===== config.mk =====
export PLATFORM = sky130hd
export DESIGN_NAME = jet_argmax
export DESIGN_NICKNAME = d
export VERILOG_FILES = /design/src/rtl/jet_argmax.sv
export SDC_FILE = /design/constraint.sdc
export NUM_CORES = 1
export LEC_CHECK = 0
export BUFFER_PORTS_ARGS = -buffer_cell sky130_fd_sc_hd__buf_4
export CAP_MARGIN = 20
export CORE_ASPECT_RATIO = 0.5
export CORE_MARGIN = 2
export CORE_UTILIZATION = 42
export DETAILED_ROUTE_END_ITERATION = 6
export SETUP_SLACK_MARGIN = 0.05
export SLEW_MARGIN = 15
export SYNTH_ARGS = -nofsm -noshare
export SYNTH_HDL_FRONTEND = slang
export SYNTH_SLANG_ARGS = --single-unit
export TNS_END_PERCENT = 5

===== constraint.sdc =====
create_clock -name clk -period 20.8 [get_ports clk]
set_input_delay 4.16 -clock clk [delete_from_list [all_inputs] [get_ports clk]]
set_output_delay 4.16 -clock clk [all_outputs]
set_load 0.01 [all_outputs]

===== src/rtl/jet_argmax.sv =====
// jet_argmax: sequential arg-max over NCLASS signed logits.
// Captures one vector, compares one logit per cycle against the running best,
// and presents the class index, the winning value and a tie flag with a
// valid/ready handshake. The lowest index wins on equal values.
module jet_argmax #(
   parameter int WIDTH  = 25,
   parameter int NFRAC  = 12,
   parameter int NCLASS = 5
) (
   input  logic                      clk,
   input  logic                      reset,
   input  logic                      in_valid,
   output logic                      in_ready,
   input  logic [NCLASS*WIDTH-1:0]   in_data,
   output logic                      out_valid,
   input  logic                      out_ready,
   output logic [2:0]                out_class,
   output logic [WIDTH-1:0]          out_max,
   output logic                      out_tie,
   output logic [15:0]               out_count
);

   // Index of the final logit; the SCAN edge that handles it moves to DONE.
   localparam logic [2:0] LAST_IDX = 3'(NCLASS - 1);

   // The fraction width only matters to whoever interprets out_max.
   // Reject configurations that make no sense at elaboration time.
   if (NCLASS < 2 || NCLASS > 8 || NFRAC < 0 || NFRAC >= WIDTH) begin : g_bad_param
      $error("jet_argmax: illegal NCLASS/NFRAC/WIDTH combination");
   end

   typedef enum logic [1:0] {
      S_IDLE = 2'd0,
      S_SCAN = 2'd1,
      S_DONE = 2'd2
   } state_t;

   state_t                    state_q, state_d;
   logic [NCLASS*WIDTH-1:0]   logits_q, logits_d;
   logic [2:0]                ptr_q, ptr_d;
   logic [2:0]                idx_q, idx_d;
   logic signed [WIDTH-1:0]   best_q, best_d;
   logic                      tie_q, tie_d;

   logic                      out_valid_q;
   logic [2:0]                out_class_q, out_class_d;
   logic [WIDTH-1:0]          out_max_q, out_max_d;
   logic                      out_tie_q, out_tie_d;
   logic [15:0]               out_count_q, out_count_d;

   logic signed [WIDTH-1:0]   lg_s [8];
   logic signed [WIDTH-1:0]   cur_s;
   logic signed [WIDTH-1:0]   first_s;
   logic                      accept_s;
   logic                      scan_s;
   logic                      deliver_s;
   logic                      last_s;
   logic                      gt_s;
   logic                      eq_s;

   // Unpacked view of the captured vector; unused slots read as zero.
   for (genvar g = 0; g < 8; g++) begin : g_unpack
      if (g < NCLASS) begin : g_real
         assign lg_s[g] = logits_q[g*WIDTH +: WIDTH];
      end else begin : g_pad
         assign lg_s[g] = {WIDTH{1'b0}};
      end
   end

   assign first_s   = in_data[WIDTH-1:0];
   assign cur_s     = lg_s[ptr_q];
   assign gt_s      = (cur_s > best_q);
   assign eq_s      = (cur_s == best_q);
   assign last_s    = (ptr_q == LAST_IDX);
   assign scan_s    = (state_q == S_SCAN);
   assign deliver_s = (state_q == S_DONE) && out_ready;
   assign accept_s  = in_valid && in_ready;

   // State register.
   always_ff @(posedge clk or posedge reset) begin
      if (reset) begin
         state_q <= S_IDLE;
      end else begin
         state_q <= state_d;
      end
   end

   // Next-state logic: DONE can hand straight over to a new SCAN.
   always_comb begin
      state_d = state_q;
      case (state_q)
         S_IDLE: begin
            if (accept_s) state_d = S_SCAN;
            else          state_d = S_IDLE;
         end
         S_SCAN: begin
            if (last_s) state_d = S_DONE;
            else        state_d = S_SCAN;
         end
         S_DONE: begin
            if (!out_ready)    state_d = S_DONE;
            else if (in_valid) state_d = S_SCAN;
            else               state_d = S_IDLE;
         end
         default: state_d = S_IDLE;
      endcase
   end

   // Output decode: ready when idle, or when the held result is leaving.
   always_comb begin
      in_ready = 1'b0;
      if (reset) begin
         in_ready = 1'b0;
      end else begin
         case (state_q)
            S_IDLE:  in_ready = 1'b1;
            S_DONE:  in_ready = out_ready;
            default: in_ready = 1'b0;
         endcase
      end
   end

   // Datapath next values: capture on accept, one compare per SCAN cycle.
   always_comb begin
      logits_d    = logits_q;
      ptr_d       = ptr_q;
      idx_d       = idx_q;
      best_d      = best_q;
      tie_d       = tie_q;
      out_class_d = out_class_q;
      out_max_d   = out_max_q;
      out_tie_d   = out_tie_q;
      out_count_d = out_count_q;

      if (accept_s) begin
         logits_d = in_data;
         best_d   = first_s;
         idx_d    = 3'd0;
         tie_d    = 1'b0;
         ptr_d    = 3'd1;
      end else if (scan_s) begin
         ptr_d = ptr_q + 3'd1;
         if (gt_s) begin
            best_d = cur_s;
            idx_d  = ptr_q;
            tie_d  = 1'b0;
         end else if (eq_s) begin
            tie_d  = 1'b1;
         end else begin
            tie_d  = tie_q;
         end
      end else begin
         ptr_d = ptr_q;
      end

      // Results are published on the edge that finishes the scan.
      if (scan_s && last_s) begin
         out_class_d = idx_d;
         out_max_d   = best_d;
         out_tie_d   = tie_d;
      end else begin
         out_class_d = out_class_q;
      end

      if (deliver_s && (out_count_q != 16'hFFFF)) begin
         out_count_d = out_count_q + 16'd1;
      end else begin
         out_count_d = out_count_q;
      end
   end

   // Datapath registers.
   always_ff @(posedge clk or posedge reset) begin
      if (reset) begin
         logits_q <= {(NCLASS*WIDTH){1'b0}};
         ptr_q    <= 3'd0;
         idx_q    <= 3'd0;
         best_q   <= {WIDTH{1'b0}};
         tie_q    <= 1'b0;
      end else begin
         logits_q <= logits_d;
         ptr_q    <= ptr_d;
         idx_q    <= idx_d;
         best_q   <= best_d;
         tie_q    <= tie_d;
      end
   end

   // Registered result outputs and delivery counter.
   always_ff @(posedge clk or posedge reset) begin
      if (reset) begin
         out_valid_q <= 1'b0;
         out_class_q <= 3'd0;
         out_max_q   <= {WIDTH{1'b0}};
         out_tie_q   <= 1'b0;
         out_count_q <= 16'd0;
      end else begin
         out_valid_q <= (state_d == S_DONE);
         out_class_q <= out_class_d;
         out_max_q   <= out_max_d;
         out_tie_q   <= out_tie_d;
         out_count_q <= out_count_d;
      end
   end

   assign out_valid = out_valid_q;
   assign out_class = out_class_q;
   assign out_max   = out_max_q;
   assign out_tie   = out_tie_q;
   assign out_count = out_count_q;

endmodule


==> results.tsv, run 1 <==
metric	value	unit
final net count	1417	
H-tree level count	1	
worst skew pair latency	500	ps
Post-synth top flop	dfrtp_1	
final hold viol count	0	
Post-CTS Setup Bufs	0	
Critical Path Start	reset	
share of cells above drive strength 1	19.5	%
WP data arrival	5150	ps
cell mode on critical path	buf_4	
fin area	0.0123	mm^2
vias in the first global route	7770	
Synth async-reset ratio	100	%
hold buffers post-CTS	0	
worst hold stages	2	
TritonCTS clock tree	built	
Ant. Diodes	0	
Syn. warnings	0	
Hold Slack	473	ps
FP Rows	40	
Die Wd	224	um
crit end category	primary output	
Syn Inst Count	1125	
RD Place Congestion	0.870	
routed wire length	28.9	mm
synth unique cells	55	
Worst Tran Pin Value	1090	ps
detailed placement HPWL	20.4	mm
overall power after layout	2.12	mW
Worst EP required	16640	ps
CTS sink count	205	
f_max	107	MHz
register area share after synthesis	50.3	%
status	completed	
largest net degree at the start of global routing	131	
CP max stage cell	a21boi_0	
Slew Viols, Final	0	
Slew headroom	27.5	%
Min-Delay Path Class	reg2reg	
Residual DRC	0	
Initial Utilization	42.7	%
crit-path max FO	3	
drt via density	5.26	
gr usage total	22.7	%
CTS buffer count	20	
Final Cycle Share	44.8	%
initial antenna violation count	0	
leak pwr	6.29	nW
global route overflow	0	
Core ar.	0.0239	mm^2
CP Cell Sequence	buf_4 -> nor2_1 -> a21boi_0 -> buf_4	
R2R cell count	10	
Max Cap Viol	0	
power per cell area	172	mW/mm^2
post-layout min period	9310	ps
routed vias	8338	
clock root buffer	clkbuf_16	
nature of the critical path startpoint	input port	
Setup-failing EPs final	0	
Area Overhead vs Synth	20.5	%
maximum root-to-sink buffer count	3	
DRT antenna net count	0	
Ports	176	
clock slew at reported path FFs	60	ps
RSZ-0062 raised after global routing	false	
DIE AREA	0.0256	mm^2
post-cts resize count	0	
Worst Hold Launch	logits_q[66]$_DFFE_PP0P_	
drt first-iter violations	874	
most frequent cells in the layout	nand2_1, dfrtp_1, buf_4	
port bufs	175	
WL/cell	18.2	um
iteration count of the initial detailed-routing pass	5	
Max rail drop VDD	92.2	uV
commonest non-fill, non-tap cell in the layout	nand2_1	
Syn Std Cell Area	0.0102	mm^2
Seq cells post-synth	205	
final setup TNS	0	ps
first-pass GRT wire length	44.8	mm
Avg Cell Area, Syn	9.07	um^2
Clock Skews	11.1	ps
Die H	114	um
Net Count, Synth	1282	
r2r startpoint	ptr_q[1]$_DFFE_PP0P_	
Crit Path Class	in2out	
Area after DPL	0.0117	mm^2
Critical Path Max Stage Delay	480	ps
Post-synth EDFFs	0	
cell usage after synthesis (6+ instances only):
| library cell | number | area share (%) |
|---|---|---|
| xnor2_1 | 14 | 1.2 |
| nand2_1 | 433 | 16 |
| clkbuf_1 | 46 | 1.7 |
| ha_1 | 28 | 3.4 |
| dfrtp_1 | 205 | 50 |
| o2111a_1 | 8 | 0.88 |
| nor2_1 | 53 | 1.9 |
| buf_2 | 11 | 0.54 |
| mux2_2 | 10 | 1.1 |
| nand3_1 | 15 | 0.74 |
| o31ai_1 | 28 | 2.1 |
| mux2i_1 | 50 | 4.9 |
| buf_4 | 6 | 0.44 |
| and2_1 | 6 | 0.37 |
| o2111ai_1 | 9 | 0.77 |
| inv_1 | 37 | 1.4 |
| o22ai_1 | 23 | 1.4 |
| or4_1 | 9 | 0.66 |
| or3_1 | 12 | 0.74 |
| o21ai_0 | 8 | 0.39 |
| nand4_1 | 8 | 0.49 |
| o22a_1 | 17 | 1.5 |
| a21oi_1 | 22 | 1.1 |
| a21bo_2 | 8 | 0.78 |
metal layers:
layer / track usage, % / up-vias / share of wire, %
met5: 0 / - / 0
met4: 4.59 / 0 / 1.9
met3: 4.90 / 33 / 6.8
met2: 31.3 / 207 / 41
met1: 36.0 / 4049 / 50
li1: - / 4049 / -
flip-flops by register name, summed over array words and instances (netlist names):
signal	flops
logits_q	125
best_q	25
out_max	25
out_count	16
idx_q	3
out_class	3
ptr_q	3
state_q	2
out_tie	1
out_valid	1
tie_q	1
path summary, 6_finish.rpt:
kind,end,slack [ps]
max reg2reg,out_tie$_DFFE_PP0P_,15200
min,logits_q[66]$_DFFE_PP0P_,470
min in group asynchronous,logits_q[19]$_DFFE_PP0P_,3860
max in group asynchronous,logits_q[56]$_DFFE_PP0P_,15330
max,in_ready,11490
min reg2reg,logits_q[66]$_DFFE_PP0P_,470
kinds of logic (layout without fill, tap and decap cells):
| kind of cell | count (synthesis) | after routing | share of synthesized area (%) |
|---|---|---|---|
| compound gates | 149 | 149 | 11.4 |
| xor+xnor | 17 | 17 | 1.46 |
| mux | 61 | 61 | 6.23 |
| buf+inv | 108 | 254 | 4.73 |
| flops | 205 | 205 | 50.3 |
| simple gates | 557 | 557 | 22.5 |
| fa+ha+maj | 28 | 28 | 3.43 |
critical path: cells and delay by family:
kind / cells / cell delay (ps)
and+or+nand+nor: 1 / 160
AOI/OAI and AO/OA: 1 / 480
buffers and inverters: 2 / 360
report_power, final:
| part | internal, mW | switching [mW] |
|---|---|---|
| clock network | 0.204 | 0.155 |
| logic | 0.426 | 0.631 |
| registers | 0.577 | 0.123 |
| total | 1.21 | 0.910 |
final cells by class:
class	instances	area, um^2
Timing Repair Buffer	184	1400
Sequential cell	205	5130
Multi-Input combinational cell	812	4600
Clock buffer	28	572
Inverter	37	146
Fill cell	2254	11600
Tap cell	315	394
Clock inverter	5	50.0
stage by stage:
stage          std cells  utilization [%]  setup WS, ps
2_1_floorplan       1125                -         11040
3_3_place_gp        1552             48.7         11570
3_5_place_dp        1553             48.8         11490
4_1_cts             1586             51.4         11490
5_1_grt             1586             51.4         11410
6_report            1586             51.4         11490
No activity file was read; power rests on OpenSTA's default activity.
==> run 2: changes to the inputs <==
ABC_AREA = 1   (was not set)
clock period = 8.8 ns   (was 20.8 ns; I/O delays follow)
==> run 2 against run 1 <==
Effect of this change:
- count of clock-buffer cells in the layout grew 4
- die area shrank 0.93%
- via count grew 4.8%
- register-to-register slack lost 12000 ps
- power grew 140%
- critical path depth grew 15
- area after synthesis shrank 0.96%
- non-clock buffer count shrank 1
- first-iteration DRC count grew 1.3%
- synthesized cell count grew 14%
- clock skew grew 1.2 ps
- largest power group unchanged
==> results.tsv, run 2 <==
metric	value	unit	change
Critical Path Start	ptr_q[0]$_DFFE_PP0P_		was reset
most frequent cells in the layout	nand2_1, dfrtp_1, buf_4		unchanged
vias in the first global route	8365		was 7,770
overall power after layout	5.02	mW	was 2.12 mW
share of cells above drive strength 1	18.4	%	was 19.5%
final setup TNS	0	ps	unchanged
Synth area leaders	dfrtp_1, nand2_1, nand3_1		was dfrtp_1, nand2_1, mux2i_1
largest family of logic cells by synthesized area	simple AND/OR/NAND/NOR gates		unchanged
routed vias	8735		was 8,338
Syn Inst Count	1283		was 1,125
routed wire length	29.0	mm	was 28.9 mm
Synth Area in Compound Gates	5.89	%	was 11.4%
hold buffers post-CTS	0		unchanged
post-synthesis mux area share	0	%	was 6.23%
RSZ-0062 raised after global routing	false		unchanged
f_max	177	MHz	
DIE AREA	0.0254	mm^2	was 0.0256 mm^2
worst hold stages	2		unchanged
WL/cell	16.6	um	was 18.2 um
RD Place Congestion	0.907		was 0.870
CTS sink count	205		unchanged
Worst Hold Launch	logits_q[50]$_DFFE_PP0P_		was logits_q[66]$_DFFE_PP0P_
Die Wd	223	um	was 224 um
Synth async-reset ratio	100	%	unchanged
register area share after synthesis	50.7	%	was 50.3%
Largest Register	logits_q		unchanged
Crit Path Class	reg2reg		was in2out
Ant. Diodes	0		unchanged
Met3 Wirelength	2.12	mm	was 1.97 mm
Syn Std Cell Area	0.0101	mm^2	was 0.0102 mm^2
post-layout min period	5660	ps	
routed wl met2	11.4	mm	was 11.9 mm
first-pass GRT wire length	46.2	mm	was 44.8 mm
Worst Slack Setup Final	3140	ps	was 11,490 ps
Core ar.	0.0238	mm^2	was 0.0239 mm^2
r2r startpoint	ptr_q[0]$_DFFE_PP0P_		was ptr_q[1]$_DFFE_PP0P_
dominant cell type by area after synthesis	dfrtp_1		unchanged
leak pwr	6.59	nW	was 6.29 nW
Area after DPL	0.0115	mm^2	was 0.0117 mm^2
Net Count, Synth	1440		was 1,282
worst skew pair latency	510	ps	was 500 ps
TritonCTS clock tree	built		unchanged
Max rail drop VDD	218	uV	was 92.2 uV
nature of the critical path startpoint	flop		was input port
Avg Cell Area, Syn	7.88	um^2	was 9.07 um^2
commonest non-fill, non-tap cell in the layout	nand2_1		unchanged
drt via density	5.00		was 5.26
uppermost routed layer	met4		unchanged
Ports	176		unchanged
r2r endpoint	out_max[21]$_DFFE_PP0P_		was out_tie$_DFFE_PP0P_
Clock Skews	12.3	ps	was 11.1 ps
iteration count of the initial detailed-routing pass	7		was 5
commonest cells in the netlist	nand2_1, dfrtp_1, inv_1		was nand2_1, dfrtp_1, nor2_1
Worst EP required	9240	ps	was 16,640 ps
global route overflow	0		unchanged
Die H	114	um	about the same
Initial Utilization	42.4	%	was 42.7%
largest net degree at the start of global routing	128		was 131
Syn. warnings	0		unchanged
R2R cell count	19		was 10
Post-CTS Setup Bufs	0		unchanged
Post-synth EDFFs	0		unchanged
clock slew at reported path FFs	60	ps	about the same
post-synthesis simple-gate area fraction	30.7	%	was 22.5%
hold path endpoint	logits_q[50]$_DFFE_PP0P_		was logits_q[66]$_DFFE_PP0P_
initial antenna violation count	0		unchanged
Residual DRC	0		unchanged
power per cell area	411	mW/mm^2	was 172 mW/mm^2
crit-path max FO	62		was 3
Min-Delay Path Class	reg2reg		unchanged
Area Overhead vs Synth	20.8	%	was 20.5%
DRT antenna net count	0		unchanged
Met1 Wirelength	15.0	mm	was 14.5 mm
detailed placement HPWL	20.1	mm	was 20.4 mm
H-tree level count	1		unchanged
clock root buffer	clkbuf_16		unchanged
CTS buffer count	20		unchanged
synth unique cells	30		was 55
Setup-failing EPs final	0		unchanged
Synth Area in Adders	3.47	%	was 3.43%
Slew headroom	30.5	%	was 27.5%
final net count	1575		was 1,417
max FFs per register	125		unchanged
Max Cap Viol	0		unchanged
Post-Place Worst Slack	3220	ps	was 11,490 ps
fin area	0.0122	mm^2	was 0.0123 mm^2
port bufs	175		unchanged
FP Rows	40		unchanged
Slew Viols, Final	0		unchanged
WP data arrival	6100	ps	was 5150 ps
Post-synth top flop	dfrtp_1		unchanged
r2r setup slk	3140	ps	was 15,200 ps
final hold viol count	0		unchanged
Post-Synth XOR/XNOR Area	1.30	%	was 1.46%
Final Cycle Share	64.3	%	
drt first-iter violations	885		was 874
Seq cells post-synth	205		unchanged
gr usage total	23.2	%	was 22.7%
maximum root-to-sink buffer count	3		unchanged
most common cell in the netlist	nand2_1		unchanged
status	completed		unchanged
Synth top area share	50.7	%	was 50.3%
Worst Tran Pin Value	1040	ps	was 1090 ps
post-cts resize count	0		unchanged
crit end category	flop		was primary output
==> run 2: cell types whose count changed in the layout (fill, tap and decap cells not counted), sizes merged, moves of 10 or more <==
cell	delta
mux2	-10
nand4	+25
mux2i	-50
nand2	+138
o22a	-17
o22ai	-23
or3	-12
nor2	-28
nand3	+85
o31ai	-19
inv	+82
o21ai	+55
==> run 2: cell type report <==
class	instances	area [um^2]
fillers	2361	11600
flip-flops and latches	205	5130
multi-input cells	888	4190
repair buffers	183	1390
clock buffers	32	607
inverters	120	463
well taps	315	394
clock inverters	3	40.0
==> run 2: worst max path at each step <==
stage	to	slack (ps)	depth (start not counted)
floorplan	in_ready	560	3
global placement	out_class[2]$_DFFE_PP0P_	3330	16
detailed placement	out_max[21]$_DFFE_PP0P_	3220	19
CTS	out_max[21]$_DFFE_PP0P_	3210	19
global route	out_max[7]$_DFFE_PP0P_	2630	19
finish	out_max[21]$_DFFE_PP0P_	3140	19
==> run 2: logic make-up (layout without fill, tap and decap cells) <==
kind of cell,count (synthesis),in the layout
compound gates,109,109
xor+xnor,15,15
fa+ha+maj,28,28
buf+inv,190,338
flops,205,205
simple gates,736,736
==> run 2: per-layer routing <==
layer / GRT usage [%] / vias up
met3: 3.94 / 28
li1: - / 4308
met4: 3.60 / 0
met1: 38.3 / 4132
met2: 31.6 / 267
met5: 0 / -
==> run 2: critical path, cell delays in order, from the launching register on <==
cell	delay [ps]
dfrtp_2	1050
inv_2	630
o21ai_0	310
o21ai_0	110
a22oi_1	310
inv_1	80
ha_1	280
nand2_1	90
nor2_2	40
nand3_1	110
inv_1	60
a21oi_1	180
nand2_1	70
nand2_1	750
nand3_2	880
nand2_2	240
nand3_2	80
nand2_2	100
nand2_1	80
nand2_1	70
==> run 2: per-stage QoR <==
| step | utilization, % | cells | hold WS [ps] |
|---|---|---|---|
| global placement | 48.5 | 1710 | 464 |
| CTS | 51.2 | 1745 | 482 |
| global route | 51.3 | 1746 | 501 |
| floorplan | - | 1283 | 444 |
| finish | 51.3 | 1746 | 480 |
| detailed placement | 48.5 | 1710 | 465 |
==> run 2: power breakdown <==
part | total [mW] | switching, mW | internal (mW) | leakage [nW]
sequential | 1.67 | 0.274 | 1.40 | 2.53
combinational | 2.48 | 1.61 | 0.867 | 3.74
clock | 0.871 | 0.370 | 0.501 | 0.318
